<file path="config.mk">
export PLATFORM = sky130hd
export DESIGN_NAME = mult8_seq_ctrl
export DESIGN_NICKNAME = d
export VERILOG_FILES = /design/src/rtl/mult8_seq_ctrl.sv
export SDC_FILE = /design/constraint.sdc
export NUM_CORES = 1
export LEC_CHECK = 0
export BUFFER_PORTS_ARGS = -buffer_cell sky130_fd_sc_hd__clkbuf_2
export CORE_MARGIN = 2
export CORE_UTILIZATION = 34
export CTS_BUF_LIST = sky130_fd_sc_hd__clkbuf_16
export CTS_CLUSTER_DIAMETER = 150
export DETAILED_ROUTE_END_ITERATION = 10
export PLACE_DENSITY_LB_ADDON = 0.08
export SYNTH_ARGS = -nofsm -noshare
export SYNTH_HDL_FRONTEND = slang
export SYNTH_SLANG_ARGS = --single-unit
</file>
<file path="constraint.sdc">
create_clock -name clk -period 9 [get_ports clk]
set_input_delay 0.9 -clock clk [delete_from_list [all_inputs] [get_ports clk]]
set_output_delay 0.9 -clock clk [all_outputs]
set_load 0.01 [all_outputs]
</file>
<file path="src/rtl/mult8_seq_ctrl.sv">
// Sequencing controller for an unsigned 8x8 multiply. It drives a shared
// combinational 4x4 multiplier four times and accumulates the shifted partial
// products into a 16-bit result. The requester and the consumer each use a
// valid/ready handshake.
module mult8_seq_ctrl (
    input  logic        clk,
    input  logic        rst,
    input  logic        in_valid,
    output logic        in_ready,
    input  logic [7:0]  a,
    input  logic [7:0]  b,
    output logic        out_valid,
    input  logic        out_ready,
    output logic [15:0] product,
    output logic [3:0]  mul_m,
    output logic [3:0]  mul_q,
    input  logic [7:0]  mul_p
);

    typedef enum logic [1:0] {
        StIdle,
        StMul,
        StDone
    } state_e;

    state_e      state_q, state_d;
    logic [1:0]  step_q, step_d;
    logic [15:0] acc_q, acc_d;
    logic [7:0]  a_q, a_d;
    logic [7:0]  b_q, b_d;
    logic [15:0] pp_ext;
    logic [15:0] pp_shifted;

    // Partial products are zero-extended before shifting; the worst-case total
    // (0xFE01) fits in 16 bits, so no carry-out is kept.
    assign pp_ext  = {8'h00, mul_p};
    assign product = acc_q;

    // State, step counter, accumulator and operand registers.
    always_ff @(posedge clk) begin
        if (rst) begin
            state_q <= StIdle;
            step_q  <= 2'd0;
            acc_q   <= 16'h0000;
            a_q     <= 8'h00;
            b_q     <= 8'h00;
        end else begin
            state_q <= state_d;
            step_q  <= step_d;
            acc_q   <= acc_d;
            a_q     <= a_d;
            b_q     <= b_d;
        end
    end

    // Next-state, operand slice muxing, accumulation and handshake outputs.
    always_comb begin
        state_d    = state_q;
        step_d     = step_q;
        acc_d      = acc_q;
        a_d        = a_q;
        b_d        = b_q;
        in_ready   = 1'b0;
        out_valid  = 1'b0;
        mul_m      = 4'h0;
        mul_q      = 4'h0;
        pp_shifted = 16'h0000;

        case (state_q)
            StIdle: begin
                in_ready = 1'b1;
                if (in_valid) begin
                    a_d     = a;
                    b_d     = b;
                    acc_d   = 16'h0000;
                    step_d  = 2'd0;
                    state_d = StMul;
                end
            end

            StMul: begin
                unique case (step_q)
                    2'd0: begin
                        mul_m      = a_q[3:0];
                        mul_q      = b_q[3:0];
                        pp_shifted = pp_ext;
                    end
                    2'd1: begin
                        mul_m      = a_q[7:4];
                        mul_q      = b_q[3:0];
                        pp_shifted = pp_ext << 4;
                    end
                    2'd2: begin
                        mul_m      = a_q[3:0];
                        mul_q      = b_q[7:4];
                        pp_shifted = pp_ext << 4;
                    end
                    2'd3: begin
                        mul_m      = a_q[7:4];
                        mul_q      = b_q[7:4];
                        pp_shifted = pp_ext << 8;
                    end
                endcase
                acc_d  = acc_q + pp_shifted;
                step_d = step_q + 2'd1;
                if (step_q == 2'd3) begin
                    state_d = StDone;
                end
            end

            StDone: begin
                out_valid = 1'b1;
                if (out_ready) begin
                    state_d = StIdle;
                end
            end

            default: begin
                state_d = StIdle;
            end
        endcase
    end

endmodule

</file>
==> flow_metrics.env, run 1 <==
export IMPL_status="completed"
export IMPL_r2r_start="step_q[0]$_SDFFE_PP0P_"
export IMPL_grt_pass1_vias=2134
export IMPL_yosysMostFrequentCell="nand2_1"
export IMPL_antenna_left=0
export IMPL_htree_levels=2
export IMPL_clock_skew_ns=0.001938
export IMPL_antenna_cells=0
export IMPL_vias=2225
export IMPL_wire_per_inst_um=14.62
export IMPL_drt_iter0_drc=102
export IMPL_syn_cell_area_um2=2300
export IMPL_clk_pin_slew_ns=0.06
export IMPL_hold_path_depth=2
export IMPL_wirelength_um=6228
export IMPL_viasPerCell=5.223
export IMPL_synth_fp_nets=353
export IMPL_syn_to_final_growth_pct=18.99
export IMPL_slew_headroom_pct=34.34
export IMPL_port_buffers=53
export IMPL_rsz0062_at_grt="false"
export IMPL_fin_crit_ns=3.264
export IMPL_ios=54
export IMPL_post_route_util_pct=42.37
export IMPL_worstSkewPairLatency_ns=0.28
export IMPL_hold_ws_ns=0.4521
export IMPL_crit_fanout=16
export IMPL_drv_slew=0
export IMPL_cp_slowest_cell="a221oi_2"
export IMPL_synth_edff_count=0
export IMPL_wl_met2_um=2687
export IMPL_dr_wl_met3_um=242
export IMPL_min_period_over_period_pct=36.27
export IMPL_gr_total_overflow=0
export IMPL_cts_setup_buffers=0
export IMPL_cts_inserted_buffers=5
export IMPL_placed_cell_area_um2=2597
export IMPL_grt_max_degree=32
export IMPL_die_h_um=86.24
export IMPL_crit_top_cell="ha_1"
export IMPL_ys_ff_latch=36
export IMPL_async_reset_ff_share_pct=0
export IMPL_maxCapViolCount=0
export IMPL_drc=0
export IMPL_hold_end="a_q[4]$_SDFFE_PP0P_"
export IMPL_antenna_found_initial=0
export IMPL_r2r_end="product[14]$_SDFFE_PP0P_"
export IMPL_hp_start="a_q[4]$_SDFFE_PP0P_"
export IMPL_ctsLongestPathBuffers=2
export IMPL_yosys_top_cells_count="nand2_1, a21oi_1, dfxtp_1"
export IMPL_rr_worst_depth=10
export IMPL_reg2reg_setup_slack_ns=5.74
export IMPL_required_ns=9.17
export IMPL_synth_cell_types=41
export IMPL_max_freq_mhz=306.4
export IMPL_drive_gt1_share_pct=18.34
export IMPL_synth_avg_cell_area_um2=7.540
export IMPL_die_area_um2=7437
export IMPL_leakagePower_nw=1.197
export IMPL_ys_seq_area_share_pct=31.34
export IMPL_arrival_ns=3.44
export IMPL_placed_cells=418
export IMPL_cts_tree="built"
export IMPL_chipWidth_um=86.24
export IMPL_hold_viol_final=0
export IMPL_instances_no_fill=426
export IMPL_gp_congestion=0.8325
export IMPL_worstSetupEndpointType="register"
export IMPL_slowest_delay_ns=0.44
export IMPL_tns_ns=0
export IMPL_gr_usage_all_layers_pct=17.45
export IMPL_hp_class="reg -> reg"
export IMPL_cts_root_buf="clkbuf_16"
export IMPL_yosysWarnings=0
export IMPL_ys_flop_type="dfxtp_1"
export IMPL_place_hpwl_um=4637
export IMPL_p_per_area_nw_per_um2=154.3
export IMPL_setup_violations=0
export IMPL_post_cts_resized=0
export IMPL_core_area_um2=6459
export IMPL_yosys_area_top_type_share_pct=31.34
export IMPL_fin_area_um2=2736
export IMPL_path_class="reg -> reg"
export IMPL_synth_top_area_cell="dfxtp_1"
export IMPL_synthCells=305
export IMPL_start_util_pct=35.61
export IMPL_worst_slew_pin_slew_ns=0.9829
export IMPL_num_rows=29
export IMPL_fill_cells=694
export IMPL_grt_pass1_wl_um=10280
export IMPL_holdBufCountCts=0
export IMPL_synth_area_leaders="dfxtp_1, nand2_1, ha_1, a21oi_1, a22oi_1"
export IMPL_start_kind="register"
export IMPL_highest_layer="met4"
export IMPL_wl_met1_um=3180
export IMPL_max_vdd_ir_drop_mv=0.07370
export IMPL_crit_path_cell_trace="inv_1, ha_1, and2_1, ha_1, fa_1, a21o_1, a221oi_2, nor4b_1, or4_1, a32o_1"
export IMPL_first_pass_iters=4
export IMPL_layout_nets=396
export IMPL_cts_sinks=36
## layer usage
| metal | up-vias | global-route usage (%) |
|---|---|---|
| li1 | 1164 | - |
| met1 | 1004 | 24.52 |
| met2 | 46 | 26.71 |
| met3 | 11 | 3.429 |
| met4 | 0 | 6.108 |
| met5 | - | 0 |
## power by group
| group | switching, mW | internal, mW |
|---|---|---|
| sequential | 0.00546 | 0.168 |
| clock | 0.0691 | 0.101 |
| combinational | 0.0488 | 0.0307 |
## critical path: cells and delay by family (launching register included)
kind | cells | cell delay (ns)
flops | 1 | 0.36
buf+inv | 1 | 0.10
compound gates | 3 | 0.91
fa+ha+maj | 3 | 0.99
simple gates | 3 | 0.78
## registers in the layout (all words and copies together) (netlist names)
register  flops
b_q           8
a_q           8
step_q        2
product      16
state_q       2
## cells by family (layout without fill, tap and decap cells)
family                     after synthesis  after routing  share of synthesized area, %
xor gates and xnor gates                 9              9                         3.427
and+or+nand+nor                        115            115                         22.09
adders and majority gates               20             20                         11.21
buffers and inverters                   25             69                         4.081
AOI/OAI and AO/OA                      100            100                         27.86
DFF                                     36             36                         31.34
## metrics by stage
stage | worst slack [ns] | power, mW
after floorplan | 5.997 | 0.2320
after global placement | 5.716 | 0.2564
after detailed placement | 5.684 | 0.2566
after CTS | 5.770 | 0.4268
after global routing | 5.590 | 0.4445
final | 5.736 | 0.4223
## cells in the final DEF (no fill, tap or decap), types with 8 or more instances in the layout
cell      Yosys  layout
nand2_1      65      65
a22oi_1      13      13
inv_1         8       8
nor2_1       22      22
clkbuf_2      0      53
ha_1         19      19
a21oi_1      37      37
and2_1        8       8
o21ai_0      16      16
dfxtp_1      36      36
## area by class of cell
| cell class | count | area (um^2) | share of cell area (%) |
|---|---|---|---|
| Clock buffer | 5 | 125.1 | 4.572 |
| Clock inverter | 3 | 13.76 | 0.5030 |
| Inverter | 8 | 30.03 | 1.097 |
| Multi-Input combinational cell | 244 | 1485 | 54.28 |
| Sequential cell | 36 | 720.7 | 26.34 |
| Tap cell | 77 | 96.34 | 3.521 |
| Timing Repair Buffer | 53 | 265.3 | 9.694 |
## how the worst max path moves through the flow
stage / from / slack (ns) / to
floorplan: mul_p[0] / 6.00 / product[14]$_SDFFE_PP0P_
global route: step_q[0]$_SDFFE_PP0P_ / 5.59 / product[14]$_SDFFE_PP0P_
CTS: step_q[0]$_SDFFE_PP0P_ / 5.77 / product[14]$_SDFFE_PP0P_
finish: step_q[0]$_SDFFE_PP0P_ / 5.74 / product[14]$_SDFFE_PP0P_
global placement: mul_p[0] / 5.72 / product[14]$_SDFFE_PP0P_
detailed placement: mul_p[0] / 5.68 / product[14]$_SDFFE_PP0P_
(Power assumes the default switching activity.)
==> run 2, diff against run 1 <==
- ABC_AREA: default -> 1
- clock period: 9 -> 3.1 ns (I/O delays scaled with it)
==> flow_metrics.env, run 2 <==
export IMPL_grt_max_degree=24
export IMPL_min_period_over_period_pct=83.84
export IMPL_synth_avg_cell_area_um2=6.197
export IMPL_syn_to_final_growth_pct=19.99
export IMPL_post_cts_resized=0
export IMPL_holdBufCountCts=0
export IMPL_place_hpwl_um=5156
export IMPL_largest_reg_flops=16
export IMPL_gr_usage_all_layers_pct=17.11
export IMPL_hp_class="in -> reg"
export IMPL_hold_viol_final=0
export IMPL_ys_ff_latch=36
export IMPL_final_common_cell="nand2_1"
export IMPL_layout_nets=503
export IMPL_worstSkewPairLatency_ns=0.28
export IMPL_chipWidth_um=89.81
export IMPL_cts_inserted_buffers=5
export IMPL_start_util_pct=34.89
export IMPL_worstSetupEndpointType="register"
export IMPL_drv_slew=0
export IMPL_leakagePower_nw=1.624
export IMPL_path_class="reg -> reg"
export IMPL_yosys_top_cells_count="nand2_1, inv_1, nor2_1"
export IMPL_port_buffers=53
export IMPL_cts_tree="built"
export IMPL_synth_top_area_cell="dfxtp_1"
export IMPL_viasPerCell=4.598
export IMPL_die_area_um2=8066
export IMPL_cts_setup_buffers=0
export IMPL_gp_congestion=0.8531
export IMPL_fin_crit_ns=2.599
export IMPL_vias=2552
export IMPL_grt_pass1_vias=2328
export IMPL_ys_flop_type="dfxtp_1"
export IMPL_core_area_um2=7176
export IMPL_placed_cell_area_um2=2840
export IMPL_cts_sinks=36
export IMPL_gr_total_overflow=0
export IMPL_maxCapViolCount=0
export IMPL_cts_root_buf="clkbuf_16"
export IMPL_synth_fp_nets=452
export IMPL_post_route_util_pct=41.87
export IMPL_yosys_area_top_type_share_pct=28.79
export IMPL_antenna_found_initial=0
export IMPL_die_h_um=89.81
export IMPL_max_vdd_ir_drop_mv=0.2173
export IMPL_htree_levels=2
export IMPL_setup_violations=0
export IMPL_required_ns=3.31
export IMPL_drt_iter0_drc=119
export IMPL_p_per_area_nw_per_um2=450.4
export IMPL_async_reset_ff_share_pct=0
export IMPL_worst_slew_pin_slew_ns=0.6397
export IMPL_wire_per_inst_um=12.41
export IMPL_synth_edff_count=0
export IMPL_start_kind="register"
export IMPL_status="completed"
export IMPL_grt_pass1_wl_um=11070
export IMPL_drive_gt1_share_pct=14.69
export IMPL_num_rows=31
export IMPL_crit_fanout=8
export IMPL_synthCells=404
export IMPL_ys_seq_area_share_pct=28.79
export IMPL_first_pass_iters=4
export IMPL_arrival_ns=2.81
export IMPL_antenna_left=0
export IMPL_synth_area_leaders="dfxtp_1, nand2_1, ha_1, inv_1, nor2_1"
export IMPL_clk_pin_slew_ns=0.06
export IMPL_ctsLongestPathBuffers=2
export IMPL_wirelength_um=6885
export IMPL_drc=0
export IMPL_yosysWarnings=0
export IMPL_rsz0062_at_grt="false"
export IMPL_syn_cell_area_um2=2504
export IMPL_antenna_cells=0
export IMPL_clock_skew_ns=0.005710
export IMPL_max_freq_mhz=384.8
export IMPL_yosysMostFrequentCell="nand2_1"
export IMPL_most_common_layout_cells="nand2_1, inv_1, nor2_1, clkbuf_2, dfxtp_1"
export IMPL_tns_ns=0
export IMPL_synth_cell_types=30
export IMPL_fin_area_um2=3004
export IMPL_ios=54
export IMPL_slew_headroom_pct=57.25
[run 2: changes by cell type in the layout (fill, tap and decap cells not counted), moves of 5 or more]
| cell | change |
|---|---|
| inv_1 | +56 |
| nand3_1 | +15 |
| a21oi_1 | -7 |
| o22ai_1 | +7 |
| xnor2_1 | -5 |
| nor2_1 | +41 |
| a22oi_1 | -13 |
| o21ai_0 | +14 |
| and2_1 | -8 |
| nand2_1 | +42 |
[run 2: cell type report]
type / instances / area [um^2]
Tap cell: 99 / 123.9
Sequential cell: 36 / 720.7
Clock buffer: 5 / 125.1
Inverter: 64 / 245.2
Fill cell: 801 / 4172
Timing Repair Buffer: 53 / 265.3
Clock inverter: 3 / 38.79
Multi-Input combinational cell: 295 / 1485
[run 2: final timing paths]
check                                            start                       end  slack (ns)  depth (start not counted)
worst max-delay path            step_q[0]$_SDFFE_PP0P_  product[15]$_SDFFE_PP0P_        0.50                         15
worst max register to register  step_q[0]$_SDFFE_PP0P_  product[15]$_SDFFE_PP0P_        0.50                         15
worst min register to register     a_q[4]$_SDFFE_PP0P_       a_q[4]$_SDFFE_PP0P_        0.48                          2
worst min-delay path                              a[4]       a_q[4]$_SDFFE_PP0P_        0.27                          3
[run 2: metrics by stage]
step | hold WS, ns | setup slack [ns] | instances | power (mW)
floorplan | 0.4495 | 0.9595 | 404 | 0.7028
global placement | 0.4602 | 0.5740 | 547 | 0.7808
detailed placement | 0.4666 | 0.5367 | 547 | 0.7806
CTS | 0.2711 | 0.5193 | 555 | 1.377
global route | 0.2940 | 0.1621 | 555 | 1.430
finish | 0.2739 | 0.5011 | 555 | 1.353
[run 2: kinds of logic (layout without fill, tap and decap cells)]
logic type / Yosys count / count (layout) / share of synthesized area, %
AOI/OAI and AO/OA: 71 / 71 / 14.89
xor gates and xnor gates: 1 / 1 / 0.3499
adders and majority gates: 20 / 20 / 10.29
buffers and inverters: 73 / 125 / 11.89
DFF: 36 / 36 / 28.79
and+or+nand+nor: 203 / 203 / 33.78
[run 2: routing by layer]
metal	track usage [%]	vias to the layer above	share of wire, %
li1	-	1375	-
met1	23.00	1123	48
met2	28.16	48	46
met3	3.353	6	4.2
met4	4.615	0	1.1
met5	0	-	0
[run 2: critical path, stage by stage, from the launching register on]
cell and delay, ns:
dfxtp_1 0.36, inv_1 0.10, ha_1 0.26, inv_1 0.16, nand2_1 0.19, o22ai_1 0.28
ha_1 0.33, nand2_1 0.14, inv_1 0.06, nand2_1 0.07, nand2_1 0.06, a21oi_1 0.18
nand2_1 0.08, nand2_1 0.06, nand3_1 0.06, a21oi_1 0.14
[run 2: power by group]
part	switching, mW	internal (mW)
Clock	0.209	0.375
Combinational	0.166	0.0921
Sequential	0.0187	0.492
Total	0.393	0.960
==> run 3, diff against run 2 <==
- clock period: 3.1 -> 2.2 ns (I/O delays scaled with it)
==> flow_metrics.env, run 3 (synthesis gave the netlist of run 2 again) <==
export IMPL_status="completed"
export IMPL_p_per_area_nw_per_um2=554.0
export IMPL_grt_max_degree=21
export IMPL_path_delay_family="adder cells"
export IMPL_ios=54
export IMPL_final_common_cell="nand2_1"
export IMPL_viasPerCell=4.712
export IMPL_antenna_left=0
export IMPL_largest_reg_flops=16
export IMPL_fin_area_um2=3518
export IMPL_min_period_over_period_pct=93.96
export IMPL_hp_class="in -> reg"
export IMPL_pwr_share_comb_pct=25.1
export IMPL_cp_slowest_cell="dfxtp_2"
export IMPL_clock_skew_ns=0.009031
export IMPL_layout_nets=524
export IMPL_clockPowerShare_pct=37.7
export IMPL_ctsLongestPathBuffers=2
export IMPL_hold_path_depth=3
export IMPL_first_pass_iters=4
export IMPL_worst_slew_pin_slew_ns=0.4939
export IMPL_drive_gt1_share_pct=30.61
export IMPL_port_buffers=53
export IMPL_start_kind="register"
export IMPL_hold_viol_final=0
export IMPL_vias=2714
export IMPL_placed_cell_area_um2=2953
export IMPL_power_frac_seq_pct=37.2
export IMPL_grt_pass1_vias=2492
export IMPL_swShare_pct=32.23
export IMPL_rr_worst_depth=14
export IMPL_gp_congestion=0.8654
export IMPL_place_hpwl_um=5370
export IMPL_num_rows=31
export IMPL_cts_tree="built"
export IMPL_most_common_layout_cells="nand2_1, nor2_1, inv_1, clkbuf_2, dfxtp_1"
export IMPL_leakagePower_nw=1.759
export IMPL_hold_ws_ns=0.1807
export IMPL_path_depth=14
export IMPL_rsz0062_at_grt="true"
export IMPL_worstSkewPairLatency_ns=0.29
export IMPL_start_util_pct=34.89
export IMPL_clk_pin_slew_ns=0.07
export IMPL_htree_levels=2
export IMPL_gr_total_overflow=0
export IMPL_syn_to_final_growth_pct=40.53
export IMPL_antenna_found_initial=0
export IMPL_antenna_cells=0
export IMPL_arrival_ns=2.28
export IMPL_drt_iter0_drc=97
export IMPL_cp_num_buf_inv=2
export IMPL_fill_cells=724
export IMPL_maxCapViolCount=0
export IMPL_switching_power_uw=628.2
export IMPL_wire_per_inst_um=13.00
export IMPL_crit_fanout=8
export IMPL_max_freq_mhz=483.8
export IMPL_path_class="reg -> reg"
export IMPL_grt_pass1_wl_um=11990
export IMPL_max_vdd_ir_drop_mv=0.3571
export IMPL_cts_sinks=36
export IMPL_slowest_delay_ns=0.33
export IMPL_worstSetupEndpointType="register"
export IMPL_die_h_um=89.81
export IMPL_setup_violations=0
export IMPL_die_area_um2=8066
export IMPL_drc=0
export IMPL_chipWidth_um=89.81
export IMPL_holdBufCountCts=0
export IMPL_gr_usage_all_layers_pct=18.18
export IMPL_wirelength_um=7487
export IMPL_required_ns=2.41
export IMPL_cts_inserted_buffers=5
export IMPL_p_int_mw=1.321
export IMPL_cts_root_buf="clkbuf_16"
export IMPL_fin_crit_ns=2.067
export IMPL_total_power_mw=1.949
export IMPL_drv_slew=0
export IMPL_crit_path_cell_trace="inv_2, ha_4, nand2_8, o22ai_4, ha_4, nand2_4, inv_4, nand2_2, nand2_2, a21oi_2, nand2_1, nand2_1, nand3_1, a21oi_1"
export IMPL_core_area_um2=7176
export IMPL_slew_headroom_pct=67.07
==> run 3: path summary, 6_finish.rpt <==
check,slack (ns),end,from
worst min register to register,0.48,a_q[7]$_SDFFE_PP0P_,a_q[7]$_SDFFE_PP0P_
worst max register to register,0.13,product[15]$_SDFFE_PP0P_,step_q[0]$_SDFFE_PP0P_
worst max-delay path,0.13,product[15]$_SDFFE_PP0P_,step_q[0]$_SDFFE_PP0P_
worst min-delay path,0.18,b_q[7]$_SDFFE_PP0P_,b[7]
==> run 3: repair_timing <==
item,CTS,global route
gates resized for setup,13,62
setup buffers,1,5
hold endpoints to repair,0,0
setup endpoints to repair,7,10
pin swaps,2,14
==> run 3: tightest hold or removal path: stages <==
cell and delay [ns]:
clkbuf_2 0.07, o21ai_0 0.07, nor2_1 0.07
==> run 3: metal layers <==
| metal | up-vias | GRT usage (%) | part of all wire, % |
|---|---|---|---|
| li1 | 1421 | - | - |
| met1 | 1226 | 24.39 | 47 |
| met2 | 52 | 29.23 | 48 |
| met3 | 15 | 3.269 | 3.6 |
| met4 | 0 | 6.795 | 1.9 |
| met5 | - | 0 | 0 |
==> run 3: through the flow <==
step	setup TNS, ns	utilization, %	setup slack (ns)	cells
after global routing	-0.1234	49.03	-0.04408	576
after floorplan	0	-	0.05954	404
final	0	49.03	0.1330	576
after global placement	-0.2568	41.15	-0.1193	562
after CTS	0	44.08	0.006111	571
after detailed placement	-0.5359	41.15	-0.1725	562
==> run 3: power by group through the flow <==
stage	logic [mW]	clock network (mW)	registers (mW)
after floorplan	0.256	0	0.734
after global placement	0.398	0	0.733
after detailed placement	0.399	0	0.734
after CTS	0.418	0.747	0.720
after global routing	0.552	0.784	0.730
final	0.490	0.734	0.724
==> run 3: final cells by class <==
cell class	instances	area, um^2	area share, %
multi-input combinational	295	1848	52.52
clock inverter	3	18.77	0.5334
timing repair buffer	74	426.7	12.13
sequential	36	723.2	20.55
inverter	64	252.7	7.183
clock buffer	5	125.1	3.556
tap	99	123.9	3.521
